**src/rtl/cdb_pkg.sv**
```systemverilog
// cdb_pkg: shared constants and types for the common data bus arbiter.
//   NUM_REQ / DATA_W / TAG_W : default sizing of the bus and its requesters
//   PTR_W                    : width of the round-robin pointer
//   REQ_*                    : requester index map (adders, mul/div, memory)
//   cdb_msg_t                : one broadcast beat {valid, tag, data}
package cdb_pkg;

  localparam int NUM_REQ = 7;
  localparam int DATA_W  = 32;
  localparam int TAG_W   = 4;
  localparam int PTR_W   = $clog2(NUM_REQ);

  // Requester slots on the bus.
  localparam int REQ_ADD1 = 0;
  localparam int REQ_ADD2 = 1;
  localparam int REQ_ADD3 = 2;
  localparam int REQ_MUL1 = 3;
  localparam int REQ_MUL2 = 4;
  localparam int REQ_MEM1 = 5;
  localparam int REQ_MEM2 = 6;

  // Tag 0 means "no producer"; a result carrying it is never broadcast.
  localparam logic [TAG_W-1:0] TAG_NONE = '0;

  typedef struct packed {
    logic              valid;
    logic [TAG_W-1:0]  tag;
    logic [DATA_W-1:0] data;
  } cdb_msg_t;

endpackage

```
**src/rtl/cdb_rr_pick.sv**
```systemverilog
// cdb_rr_pick: combinational round-robin picker.
//   req    : request vector, one bit per requester
//   rr_ptr : index where the search starts (ascending, wraps NUM_REQ-1 -> 0)
//   grant  : one-hot (or zero) selection
//   idx    : encoded index of the selected requester (0 when none)
//   any    : at least one request was selected
module cdb_rr_pick #(
  parameter int NUM_REQ = 7,
  parameter int PTR_W   = $clog2(NUM_REQ)
) (
  input  logic [NUM_REQ-1:0] req,
  input  logic [PTR_W-1:0]   rr_ptr,
  output logic [NUM_REQ-1:0] grant,
  output logic [PTR_W-1:0]   idx,
  output logic               any
);

  logic [PTR_W:0] sum;
  logic [PTR_W-1:0] j;

  always_comb begin
    grant = '0;
    idx   = '0;
    any   = 1'b0;
    sum   = '0;
    j     = '0;
    for (int k = 0; k < NUM_REQ; k++) begin
      // Candidate index = (rr_ptr + k) mod NUM_REQ, one extra bit to hold the carry.
      sum = {1'b0, rr_ptr} + (PTR_W + 1)'(k);
      if (sum >= (PTR_W + 1)'(NUM_REQ)) begin
        sum = sum - (PTR_W + 1)'(NUM_REQ);
      end
      j = sum[PTR_W-1:0];
      if (!any && req[j]) begin
        any      = 1'b1;
        grant[j] = 1'b1;
        idx      = j;
      end
    end
  end

endmodule

```
**src/rtl/cdb_arbiter.sv**
```systemverilog
// cdb_arbiter: round-robin arbiter driving the common data bus.
//   clk, reset            : clock, asynchronous active-high reset
//   flush                 : squash; no grant this cycle, bus idle next cycle
//   req_valid/data/tag    : per-requester pending result
//   req_ready             : one-hot-or-zero grant (combinational)
//   cdb_valid/data/tag    : registered broadcast
//   tag_err               : registered pulse, a zero-tag result was consumed
//
// Handshake: requester i transfers in a cycle where req_valid[i] && req_ready[i];
// it holds valid/data/tag stable until then. req_ready never depends on a
// transfer completing, and nothing is stored for a requester that drops valid.
module cdb_arbiter
  import cdb_pkg::*;
#(
  parameter int NUM_REQ = cdb_pkg::NUM_REQ,
  parameter int DATA_W  = cdb_pkg::DATA_W,
  parameter int TAG_W   = cdb_pkg::TAG_W
) (
  input  logic                           clk,
  input  logic                           reset,
  input  logic                           flush,
  input  logic [NUM_REQ-1:0]             req_valid,
  input  logic [NUM_REQ-1:0][DATA_W-1:0] req_data,
  input  logic [NUM_REQ-1:0][TAG_W-1:0]  req_tag,
  output logic [NUM_REQ-1:0]             req_ready,
  output logic [DATA_W-1:0]              cdb_data,
  output logic [TAG_W-1:0]               cdb_tag,
  output logic                           cdb_valid,
  output logic                           tag_err
);

  localparam int RR_W = $clog2(NUM_REQ);

  logic [RR_W-1:0]    rr_ptr;
  logic [NUM_REQ-1:0] req_eligible;
  logic [NUM_REQ-1:0] grant;
  logic [RR_W-1:0]    grant_idx;
  logic               grant_any;

  cdb_msg_t cdb_q;
  cdb_msg_t cdb_d;
  logic     tag_err_q;
  logic     tag_err_d;
  logic [TAG_W-1:0] win_tag;

  // Flush and reset both mask every request so no grant can leak out.
  assign req_eligible = (flush || reset) ? '0 : req_valid;

  cdb_rr_pick #(
    .NUM_REQ (NUM_REQ),
    .PTR_W   (RR_W)
  ) u_pick (
    .req    (req_eligible),
    .rr_ptr (rr_ptr),
    .grant  (grant),
    .idx    (grant_idx),
    .any    (grant_any)
  );

  assign req_ready = grant;
  assign win_tag   = req_tag[grant_idx];

  always_comb begin
    cdb_d     = '0;
    tag_err_d = 1'b0;
    if (grant_any) begin
      if (win_tag == TAG_NONE) begin
        // Consumed but not broadcast: nobody waits on tag 0.
        tag_err_d = 1'b1;
      end else begin
        cdb_d.valid = 1'b1;
        cdb_d.tag   = win_tag;
        cdb_d.data  = req_data[grant_idx];
      end
    end
  end

  always_ff @(posedge clk or posedge reset) begin
    if (reset) begin
      cdb_q     <= '0;
      tag_err_q <= 1'b0;
      rr_ptr    <= '0;
    end else begin
      cdb_q     <= cdb_d;
      tag_err_q <= tag_err_d;
      if (grant_any) begin
        rr_ptr <= (grant_idx == RR_W'(NUM_REQ - 1)) ? '0 : grant_idx + RR_W'(1);
      end
    end
  end

  assign cdb_valid = cdb_q.valid;
  assign cdb_tag   = cdb_q.tag;
  assign cdb_data  = cdb_q.data;
  assign tag_err   = tag_err_q;

endmodule

```
**config.mk**
```make
export PLATFORM = sky130hd
export DESIGN_NAME = cdb_arbiter
export DESIGN_NICKNAME = d
export VERILOG_FILES = /design/src/rtl/cdb_pkg.sv /design/src/rtl/cdb_rr_pick.sv /design/src/rtl/cdb_arbiter.sv
export SDC_FILE = /design/constraint.sdc
export NUM_CORES = 1
export LEC_CHECK = 0
export ABC_AREA = 1
export BUFFER_PORTS_ARGS = -buffer_cell sky130_fd_sc_hd__buf_2
export CORE_AREA = 2 2 117 119
export DETAILED_ROUTE_END_ITERATION = 10
export DIE_AREA = 0 0 119 121
export PLACE_DENSITY = 0.83
export RECOVER_POWER = 50
export SYNTH_ARGS = -nofsm -noshare
export SYNTH_HDL_FRONTEND = slang
export SYNTH_SLANG_ARGS = --single-unit
```
**constraint.sdc**
```tcl
create_clock -name clk -period 5.05 [get_ports clk]
set_input_delay 0 -clock clk [delete_from_list [all_inputs] [get_ports clk]]
set_output_delay 0 -clock clk [all_outputs]
set_load 0.1 [all_outputs]
```
==> impl_metrics.env <==
export IMPL_ff_latch_area_sq_mm=0.00103
export IMPL_wl_mm=24.6
export IMPL_ys_seq_elements=41
export IMPL_async_flop_share=1.00
export IMPL_area_delta_synth_final_pct=36.1
export IMPL_firstDrtPassIters=6
export IMPL_rsz0062_at_grt="false"
export IMPL_dpl_hpwl_mm=19.6
export IMPL_pre_cts_slack_ps=351
export IMPL_finalHoldViolCount=0
export IMPL_crit_chain="inv_1 -> buf_4 -> fa_1 -> xnor2_2 -> nand2_1 -> o21ai_1 -> nand2_1 -> nand2_1 -> nand2_1 -> nand2_1 -> nand3_2 -> nor2_4 -> nand4_2 -> or2_1 -> nand2_4 -> buf_4 -> inv_2 -> nand2_1 -> buf_4 -> inv_1 -> buf_12"
export IMPL_synthesis_area_sq_mm=0.00531
export IMPL_crit_type="flop to output pin"
export IMPL_ctsHtreeMaxLevel=2
export IMPL_start_util=0.406
export IMPL_synthFlopType="dfrtp_1"
export IMPL_critPathMaxStageDelay_ps=580
export IMPL_die_area_sq_mm=0.0144
export IMPL_outcome="finished, violations left"
export IMPL_whs_path_depth=5
export IMPL_boundaryPins=307
export IMPL_worstSetupEndpointType="output pin"
export IMPL_syn_area_per_cell_sq_um=5.76
export IMPL_wl_met1_mm=9.77
export IMPL_clkLatencyLatePin_ps=280
export IMPL_cts_buffers=5
export IMPL_relSlewSlack=-0.141
export IMPL_worstPathArrival_ps=4690
export IMPL_finalSetupTns_ps=0
export IMPL_synth_seq_area_share=0.193
export IMPL_slew_viol_final=42
export IMPL_ant_nets=0
export IMPL_synth_edf_count=0
export IMPL_r2r_slack_ps=420
export IMPL_ys_types=41
export IMPL_overflow=0
export IMPL_route_met2_wl_mm=10.8
export IMPL_worst_slack_ps=364
export IMPL_hold_path_class="input port to flop"
export IMPL_violations="capacitance limit, slew limit"
export IMPL_first_iter_violations=771
export IMPL_place_gp_congestion=1.01
export IMPL_yosys_warnings=0
export IMPL_critPathMaxFanout=33
export IMPL_min_from="req_data[208]"
export IMPL_critPathLaunchType="flop"
export IMPL_grt_usage=0.329
export IMPL_highest_layer="met5"
export IMPL_whs_endpoint="cdb_data[16]"
export IMPL_grt_pass1_wl_mm=36.7
export IMPL_required_ps=5050
export IMPL_worst_path_max_delay_cell="fa_1"
export IMPL_r2r_cells=23
export IMPL_drv_cap=1
export IMPL_route_detailed_drc=0
export IMPL_core_area_sq_mm=0.0131
export IMPL_skew_ps=5.98
export IMPL_grt_start_max_net_pins=81
export IMPL_setup_violations=0
export IMPL_cp_common_cell="nand2_1"
export IMPL_final_layout_size_suffix_gt1_frac=0.290
export IMPL_grt_pass1_vias=6717
export IMPL_syn_inst=921
export IMPL_vias=7530
export IMPL_max_freq_mhz=213
export IMPL_dieWidth_um=119
export IMPL_period_needed_ps=4690
export IMPL_dieHeight_um=121
export IMPL_antenna_found_initial=9
export IMPL_nNetsFinal=1492
export IMPL_num_rows=42
export IMPL_wl_met3_mm=3.33
export IMPL_multi_input_comb_area_sq_mm=0.00380
export IMPL_r2r_start="rr_ptr[1]"
export IMPL_period_share=0.928
export IMPL_drt_vias_per_instance=5.38
export IMPL_nFillCells=1368
export IMPL_synth_fp_nets=1197
export IMPL_cts_tree="done"
export IMPL_cts_reportedPaths_clkPinSlew_ps=60
export IMPL_ctsLongestPathBuffers=2
export IMPL_r2r_end="cdb_data[9]"
export IMPL_worst_pin_slew_ps=1710
export IMPL_clock_sinks=41
export IMPL_wire_per_inst_um=17.6
export IMPL_cts_root_buf="clkbuf_16"
export IMPL_io_buffers=306
==> timing repair <==
| action | 4_1_cts | 5_1_grt |
|---|---|---|
| gates resized for setup | 0 | 5 |
| hold buffers | 1 | 0 |
| setup endpoints to repair | 0 | 37 |
| setup buffers | 0 | 3 |
| hold endpoints to repair | 41 | 0 |
==> kinds of logic (layout without fill, tap and decap cells) <==
family / Yosys count / in the layout / share of synthesized area
adder cells (fa/ha/maj): 14 / 14 / 0.0344
XOR/XNOR: 3 / 3 / 0.00778
buffers and inverters: 116 / 411 / 0.0943
flip-flops: 41 / 41 / 0.193
AO/OA/AOI/OAI: 139 / 139 / 0.166
AND/OR/NAND/NOR: 608 / 609 / 0.504
other: 0 / 6 / 0
==> worst max path at each step <==
stage,start,end,slack (ps),cells after the start
after floorplan,rr_ptr[1],rr_ptr[2],10,22
after global placement,rr_ptr[1],cdb_data[5],330,28
after detailed placement,rr_ptr[1],cdb_data[20],350,28
after CTS,rr_ptr[1],req_ready[2],100,23
after global routing,rr_ptr[1],cdb_data[20],20,28
final,rr_ptr[1],req_ready[3],360,21
==> synth_stat cells, types with 2 or more instances <==
library cell  count  area [sq um]
a21oi_1          18          90.1
nand2_4           2          22.5
clkbuf_2          2          10.0
or2_2            28           175
o21ai_1           6          30.0
nand2_2           3          18.8
buf_1             2          7.51
clkbuf_1         21          78.8
nor2_4            2          22.5
nand2_1         339          1270
nor3_1            4          20.0
nor2_1           76           285
inv_1            65           244
nand3b_1          5          37.5
or2_1            24           150
o31ai_1           3          22.5
nand4_1           6          37.5
nand3_1         112           561
buf_2            11          55.1
a221oi_1          2          17.5
a31oi_1           3          18.8
buf_4             5          37.5
inv_2             6          22.5
dfrtp_1          41          1030
ha_1             13           163
o211ai_1         57           428
nand3_2           2          20.0
o21ai_0          36           180
o22ai_1          12          75.1
buf_6             4          45.0
==> per-layer routing <==
metal	vias up	track usage
li1	3628	-
met1	3333	0.427
met2	496	0.514
met3	65	0.121
met4	8	0.0893
met5	-	0
==> metrics by stage <==
stage | std cells | cell area (sq um) | utilization | hold slack [ps]
2_1_floorplan | 921 | 5310 | - | 230
3_3_place_gp | 1380 | 7070 | 0.540 | 270
3_5_place_dp | 1380 | 7070 | 0.540 | 288
4_1_cts | 1389 | 7220 | 0.552 | 58.3
5_1_grt | 1394 | 7210 | 0.551 | 76.6
6_report | 1399 | 7220 | 0.552 | 64.3
==> placed cells by master (no fill, tap or decap), types with 3 or more instances in the layout <==
master     count
nand2_1      339
buf_2        265
nand3_1      112
nor2_1        76
inv_1         65
o211ai_1      57
dfrtp_1       40
clkbuf_1      40
o21ai_0       35
or2_2         28
or2_1         24
buf_4         22
a21oi_1       18
ha_1          13
o22ai_1       12
diode_2        6
o21ai_1        6
nand4_1        6
inv_2          5
nand3b_1       5
clkbuf_16      5
buf_12         5
nor3_1         4
nand2_2        3
a31oi_1        3
o31ai_1        3
==> sequential cells by signal (all words and copies together), names as in the netlist <==
signal / count
cdb_valid: 1
cdb_tag: 4
rr_ptr: 3
tag_err: 1
cdb_data: 32
==> area by class of cell <==
type | count | share of cell area
Multi-Input combinational cell | 765 | 0.527
Antenna cell | 6 | 0.00208
Timing Repair Buffer | 332 | 0.242
Clock inverter | 2 | 0.00139
Tap cell | 176 | 0.0305
Clock buffer | 6 | 0.0178
Inverter | 71 | 0.0372
Sequential cell | 41 | 0.142
==> worst max-delay path, delay by kind of cell, from the launching register on <==
kind	cells	cell delay (ps)
flops	1	500
buf+inv	7	1570
simple gates	11	1350
fa+ha+maj	1	580
compound gates	1	90
xor+xnor	1	310
Power is left out: the tool's default activity adds up to more than one toggle a clock period on the data nets, which glitch-free logic cannot reach.
